[src/rtl/ring_decoder.sv]
// One-hot ring sequence decoder: validates rotate-right ring codes, locks after LOCK_COUNT
// in-sequence samples and counts lock losses. Define RING_DEC_STALL_EN to tolerate repeated samples.
module ring_decoder #(
  parameter int WIDTH      = 4,
  parameter int LOCK_COUNT = 3
) (
  input  logic                     clk,
  input  logic                     reset,
  input  logic                     in_en,
  input  logic [WIDTH-1:0]         ring_in,
  input  logic                     err_clr,
  output logic [$clog2(WIDTH)-1:0] index,
  output logic                     onehot_ok,
  output logic                     locked,
  output logic                     seq_err,
  output logic [7:0]               err_count
);

  localparam int IW = $clog2(WIDTH);
  localparam int CW = $clog2(LOCK_COUNT + 1);
  localparam logic [CW-1:0]    LOCK_MAX = CW'(LOCK_COUNT);
  localparam logic [WIDTH-1:0] ONE_W    = WIDTH'(1);

  typedef enum logic [1:0] {
    SEARCH = 2'd0,
    TRACK  = 2'd1,
    LOCKED = 2'd2
  } state_t;

  state_t           state_r;
  logic [CW-1:0]    cnt_r;
  logic [WIDTH-1:0] last_r;
  logic [IW-1:0]    index_r;
  logic             onehot_ok_r;
  logic             locked_r;
  logic             seq_err_r;
  logic [7:0]       err_count_r;

  logic             valid_s;
  logic [IW-1:0]    pos_s;
  logic [WIDTH-1:0] succ_s;
  logic             in_seq_s;
  logic             stall_s;
  logic             loss_s;

  function automatic logic is_onehot(input logic [WIDTH-1:0] v);
    return (v != '0) && ((v & (v - ONE_W)) == '0);
  endfunction

  function automatic logic [IW-1:0] hot_pos(input logic [WIDTH-1:0] v);
    logic [IW-1:0] p;
    p = '0;
    for (int i = 0; i < WIDTH; i++) begin
      if (v[i]) begin
        p = IW'(i);
      end else begin
        p = p;
      end
    end
    return p;
  endfunction

  // Sample classification against the last accepted code
  always_comb begin
    valid_s  = is_onehot(ring_in);
    pos_s    = hot_pos(ring_in);
    succ_s   = {last_r[0], last_r[WIDTH-1:1]};
    in_seq_s = valid_s && (ring_in == succ_s);
`ifdef RING_DEC_STALL_EN
    stall_s  = valid_s && (ring_in == last_r) && (state_r != SEARCH);
`else
    stall_s  = 1'b0;
`endif
    loss_s   = in_en && (state_r == LOCKED) && !stall_s && !in_seq_s;
  end

  // Decoder FSM, match counter, error counter and registered outputs
  always_ff @(posedge clk or posedge reset) begin
    if (reset) begin
      state_r     <= SEARCH;
      cnt_r       <= '0;
      last_r      <= '0;
      index_r     <= '0;
      onehot_ok_r <= 1'b0;
      locked_r    <= 1'b0;
      seq_err_r   <= 1'b0;
      err_count_r <= 8'd0;
    end else begin
      seq_err_r <= loss_s;
      if (err_clr) begin
        err_count_r <= 8'd0;
      end else if (loss_s && (err_count_r != 8'hFF)) begin
        err_count_r <= err_count_r + 8'd1;
      end else begin
        err_count_r <= err_count_r;
      end

      if (in_en) begin
        onehot_ok_r <= valid_s;
        if (valid_s) begin
          index_r <= pos_s;
        end else begin
          index_r <= index_r;
        end
        case (state_r)
          SEARCH: begin
            if (valid_s) begin
              last_r  <= ring_in;
              cnt_r   <= CW'(1);
              state_r <= TRACK;
            end else begin
              cnt_r   <= '0;
            end
          end
          TRACK: begin
            if (!valid_s) begin
              cnt_r   <= '0;
              state_r <= SEARCH;
            end else if (stall_s) begin
              cnt_r   <= cnt_r;
            end else if (in_seq_s) begin
              last_r <= ring_in;
              cnt_r  <= cnt_r + CW'(1);
              if (cnt_r + CW'(1) == LOCK_MAX) begin
                state_r  <= LOCKED;
                locked_r <= 1'b1;
              end else begin
                state_r  <= TRACK;
              end
            end else begin
              last_r <= ring_in;
              cnt_r  <= CW'(1);
            end
          end
          LOCKED: begin
            if (stall_s) begin
              state_r <= LOCKED;
            end else if (in_seq_s) begin
              last_r  <= ring_in;
            end else begin
              cnt_r    <= '0;
              state_r  <= SEARCH;
              locked_r <= 1'b0;
            end
          end
          default: begin
            cnt_r    <= '0;
            state_r  <= SEARCH;
            locked_r <= 1'b0;
          end
        endcase
      end else begin
        state_r <= state_r;
      end
    end
  end

  assign index     = index_r;
  assign onehot_ok = onehot_ok_r;
  assign locked    = locked_r;
  assign seq_err   = seq_err_r;
  assign err_count = err_count_r;

endmodule
[config.mk]
export PLATFORM = sky130hd
export DESIGN_NAME = ring_decoder
export DESIGN_NICKNAME = d
export VERILOG_FILES = /design/src/rtl/ring_decoder.sv
export SDC_FILE = /design/constraint.sdc
export NUM_CORES = 1
export LEC_CHECK = 0
export CAP_MARGIN = 25
export CORE_ASPECT_RATIO = 0.6
export CORE_MARGIN = 1.5
export CORE_UTILIZATION = 45
export DETAILED_ROUTE_END_ITERATION = 8
export GPL_TIMING_DRIVEN = 0
export PLACE_DENSITY = 0.7
export SYNTH_ARGS = -nofsm -noshare
export SYNTH_HDL_FRONTEND = slang
export SYNTH_SLANG_ARGS = --single-unit
[constraint.sdc]
create_clock -name clk -period 2.5 [get_ports clk]
set_clock_uncertainty 0.2 [all_clocks]
set_input_delay 0.25 -clock clk [delete_from_list [all_inputs] [get_ports clk]]
set_output_delay 0.25 -clock clk [all_outputs]
set_load 0.01 [all_outputs]
* After elaboration in Yosys (flattened, before gate mapping)
Index checks and enable logic that the tools add are counted.
** Storage, ports and cells
- Bits in registers :: 21
- Input port bits :: 8
** Operators by class
- Add/subtract/negate cells :: 3
- Equality and inequality tests :: 13
- Muxes and demuxes :: 23
- Bitwise logic cells :: 2
- Reductions and logical operators :: 17
** Operator list (number)
- $mux 2 :: 9
- $mux 8 :: 2
- $ne 2x2->1 const B :: 6
- $pmux 2 s3 :: 2
- $add 8x1->8 const B :: 1
- $mux 4 :: 2
- $ne 8x8->1 const B :: 1
- $pmux 4 s2 :: 1
- $reduce_and 4->1 :: 2
- $mux 1 :: 6
- $reduce_and 6->1 :: 1
- $logic_and 1x1->1 :: 5
- $and 4x4->4 :: 1
- $eq 2x2->1 const B :: 2
- $eq 4x4->1 :: 1
- $logic_not 4->1 :: 1
- $reduce_and 2->1 :: 2
- $reduce_bool 2->1 :: 2
- $reduce_bool 4->1 :: 1
- $sub 4x1->4 const B :: 1
- $ne 3x3->1 const B :: 1
- $pmux 1 s3 :: 1
- $add 2x1->2 const B :: 1
- $eq 2x1->1 const B :: 1
- other kinds (5) :: 5

* Longest topological paths before layout
- Depth after elaboration :: 10
- Depth in mapped cells :: 7
- Depth with buffers taken out :: 6

* Worst setup path before layout
Ideal clock, no wire load.
- Kind :: register to register
- Start point :: reg err_count_r[0], in the netlist err_count[0]
- End point :: reg err_count_r[7], in the netlist err_count[7]
- Setup time :: 125 ps
- Arrival :: 1793 ps
- Required time :: 2175 ps
- Path slack :: 382 ps
- Stages on the path, launching flop included :: 7
- Path buffers :: 0
- Cell sequence :: dfrtp_1 -> ha_1 -> and3_1 -> a31oi_1 -> o21ai_2 -> nor3_1 -> mux2_2
** On the way
- Cells in the longest elaborated chain, start to end :: 3
- Elaborated cells on any way between the ends :: 6
** RTL lines
- start: declaration :: line 37 : logic [7:0] err_count_r;
- start signal: assignment :: line 93 : err_count_r <= err_count_r + 8'd1;
- start signal: assignment :: line 95 : err_count_r <= err_count_r;
- $add 8x1->8 or $ne 8x8->1 (tied branches) :: line 93, 92
- $mux 8 or $logic_and 1x1->1 (tied branches) :: line 92 : end else if (loss_s && (err_count_r != 8'hFF)) begin
- $mux 8 or $reduce_bool 2->1 (tied branches)
Several ways; a longest one is shown, not always the timed one. The select of a mux whose other input is x is not followed.
A chain may end at the register's enable or synchronous reset.

* Final worst setup path
Ends and elaborated chain as after synthesis.

==> Flow_metrics.wiki <==
{| class="wikitable"
! Metric !! Value
|-
| Minimum period implied by the final worst setup slack || approximately 2.3 ns
|-
| Remaining routing DRC violations || 0
|-
| Hold Crit Class || in -> reg
|-
| H-tree Lvls || 1
|-
| Endpoint required time on the critical path || 2.44 ns
|-
| Max Cap Viol || 0
|-
| Leading cell types by total area after synthesis || sky130_fd_sc_hd__dfrtp_1, sky130_fd_sc_hd__mux2_2, sky130_fd_sc_hd__nor2_1, sky130_fd_sc_hd__xor2_1, sky130_fd_sc_hd__xnor2_1
|-
| Transition time at the pin with the least slew margin || a little under 0.8 ns
|-
| Count of different cell masters after synthesis || 42
|-
| Total power || around 740 uW
|-
| Routability Congestion || around 0.83
|-
| Hold depth || 2
|-
| Final setup slack of the worst path || 0.199 ns
|-
| Layout Area Growth over Synthesis || 20.8%
|-
| Number of warnings issued by yosys || 0
|-
| Initial detailed-routing violation count || 56
|-
| LEAKAGE || ~0.00060 uW
|-
| Die width || ~70 um
|-
| Peak Freq || 435 MHz
|-
| FF-to-FF End || err_count[7]
|-
| Detailed placer's ending HPWL || around 1800 um
|-
| Kind of start point of the critical path || register
|-
| Cell Pwr Density || approximately 520 nW/um2
|-
| Worst setup path class || reg -> reg
|-
| Final ANT Viol Nets || 0
|-
| Average size of a mapped cell || just over 10 um2
|-
| Setup TNS || 0 ns
|-
| FP Rows || 14
|-
| Total track usage || ~18%
|-
| Pin count of the biggest net entering global routing || 22
|-
| Cells along the critical path || ha_1 -> and3_1 -> a31oi_1 -> o21ai_2 -> nor3_1 -> mux2_2
|-
| Antenna violations before repair || 0
|-
| Leftover overflow at the end of global routing || 0
|-
| Layout cell share with drive strength beyond 1 || between 10% and 20%
|-
| #FFs+latches synth || 21
|-
| Sort of element at the end of the critical path || register
|-
| Dominant register cell in the synthesized netlist || sky130_fd_sc_hd__dfrtp_1
|-
| Effective utilization at floorplan || between 40 and 50%
|-
| Via count normalized by instance count || 5.51
|-
| Setup Slack @ Placement || -0.00443 ns
|-
| Height of the chip || 42.6 um
|-
| End-of-flow core utilization || ~57%
|-
| Final routed wire length divided by cell count || ~14 um
|-
| R2r worst-path depth || 6
|-
| Clock slew seen by the registers of the worst setup and hold paths || about 0.07 ns
|-
| Crit share post-route || 92.0%
|-
| Syn_nets || about 130
|-
| Global-route wire length before repair || 4100 um
|-
| Final Net Count || about 150
|-
| Setup repair after global routing missed its margin || no
|-
| Tightest slew margin relative to the limit || between 40% and 50%
|-
| Vias after detailed routing || roughly 930
|-
| Status || completed
|-
| DIE AREA || about 2900 um2
|-
| Hold Vio Cnt, Final || 0
|-
| Most frequent standard cell in the layout excluding fill and tap cells || sky130_fd_sc_hd__dfrtp_1
|-
| Routed WL || between 2000 and 2500 um
|-
| Storage element area || 526 um2
|-
| Crit path arrival time || ~2.2 ns
|-
| Number of setup buffers added after CTS || 0
|-
| Area of the multi-input gates || slightly below 600 um2
|-
| Setup slack of the worst register-to-register path || ~0.20 ns
|-
| Yosys top cell area share || around 45%
|-
| Count of instances resized after the clock tree is built || 0
|-
| Placeable Area || between 2000 and 2500 um2
|-
| Top library cells by usage in the layout, fill and taps aside || sky130_fd_sc_hd__dfrtp_1, sky130_fd_sc_hd__clkdlybuf4s50_1, sky130_fd_sc_hd__nor2_1, sky130_fd_sc_hd__xor2_1, sky130_fd_sc_hd__nand2_1
|-
| Worst Min Path Start || ring_in[1]
|-
| EDFF count, synth || 0
|-
| Final Setup Violations || 0
|-
| Post-Synthesis Cells || between 100 and 150
|-
| Async set-reset flop share out of synthesis || between 90% and 100%
|-
| Worst voltage drop across the vdd grid || roughly 250 uV
|-
| Clock network latency to the later pin of the worst-skew pair || roughly 0.25 ns
|-
| Clock tree from TritonCTS || done
|-
| Antenna cell count || 0
|-
| First-pass iteration count of the detailed router || 4
|-
| Count of clock tree sinks || 21
|-
| Clock buffer count from CTS || 3
|-
| Number of fill cells in the layout || around 220
|-
| Max FO, Critical Path || 5
|-
| Master of the slowest instance on the critical path || sky130_fd_sc_hd__dfrtp_1
|-
| Netlist area before placement || 1180 um2
|-
| Total I/O pin count || 21
|-
| Via count of the first global-routing pass || roughly 840
|-
| Worst Hold Path EP || last_r[1]
|-
| Cell chosen for the clock root || sky130_fd_sc_hd__clkbuf_8
|-
| Total of buffers placed on input and output ports || 16
|-
| Share of the yosys chip area belonging to registers || 44.6%
|-
| Area leader, netlist || sky130_fd_sc_hd__dfrtp_1
|-
| Worst reg2reg startpoint || err_count[0]
|-
| Quantity of hold-fixing buffers added after cts || 0
|-
| Max incr delay on CP || between 0.4 and 0.5 ns
|-
| Max Buffers Root-to-Sink || 2
|-
| Max-slew violation count || 0
|}
## layer usage
metal | vias to the layer above | share of wire, % | global-route usage, %
li1 | 458 | - | -
met1 | 447 | 50 | 27.2
met2 | 27 | 46 | 26.0
met3 | 0 | 3.9 | 5.05
met4 | 0 | 0 | 2.35
met5 | - | 0 | 0
## report_power, final
| part | switching (uW) | internal, uW | leakage [uW] |
|---|---|---|---|
| clock | 99.7 | 113 | 0.0000228 |
| sequential | 21.3 | 368 | 0.000273 |
| combinational | 72.3 | 69.1 | 0.000302 |
| total | 193 | 551 | 0.000598 |
## synth_stat cells, drive strengths merged, types with 2 or more instances
cell type,count
dfrtp,21
nor2,16
buf,6
nand2,6
o21ai,6
xor2,6
mux2,5
inv,4
xnor2,4
a21oi,3
and3,3
nand2b,3
nand3,3
a221oi,2
ha,2
mux2i,2
nor2b,2
nor3,2
o211ai,2
o22ai,2
## through the flow
step / instance area, um2 / std cells / hold WS, ns
after detailed placement: 1380 / 165 / 0.275
after floorplan: 1180 / 117 / 0.0265
after global routing: 1420 / 169 / 0.0762
after global placement: 1380 / 165 / 0.268
after CTS: 1420 / 169 / 0.0636
final: 1420 / 169 / 0.0681
## critical path: cells and delay by family (launching register included)
kind / cells / cell delay (ns)
adders and majority gates: 1 / 0.24
AOI/OAI and AO/OA: 2 / 0.47
DFF: 1 / 0.42
muxes: 1 / 0.36
and+or+nand+nor: 2 / 0.50
## kinds of logic (layout without fill, tap and decap cells)
family / after synthesis / count (layout) / share of synthesized area (%)
AOI/OAI and AO/OA: 26 / 26 / 16.8
adders and majority gates: 2 / 2 / 2.12
xor gates and xnor gates: 10 / 10 / 7.43
buffers and inverters: 11 / 31 / 5.09
DFF: 21 / 21 / 44.6
and+or+nand+nor: 40 / 40 / 17.5
muxes: 7 / 7 / 6.48
## registers in the layout, summed over array words and instances, names as in the netlist
name	count
err_count	8
last_r	4
cnt_r	2
index	2
state_r	2
locked	1
onehot_ok	1
seq_err	1
## layout make-up
type	instances	area share (%)
well taps	32	2.81
plain buffers	7	3.16
inverters	4	1.05
clock buffers	4	3.16
repair buffers	16	11.2
multi-input cells	85	41.7
flip-flops and latches	21	36.9
## worst max-delay path by stage
stage | from | slack (ns) | to
3_5_place_dp | ring_in[0] | -0.004 | err_count[7]
3_3_place_gp | ring_in[0] | 0.04 | err_count[7]
5_1_grt | err_count[0] | 0.08 | err_count[7]
2_1_floorplan | err_count[0] | 0.38 | err_count[7]
6_report | err_count[0] | 0.20 | err_count[7]
4_1_cts | err_count[0] | 0.19 | err_count[7]
Power figures use the tool's default switching activity.
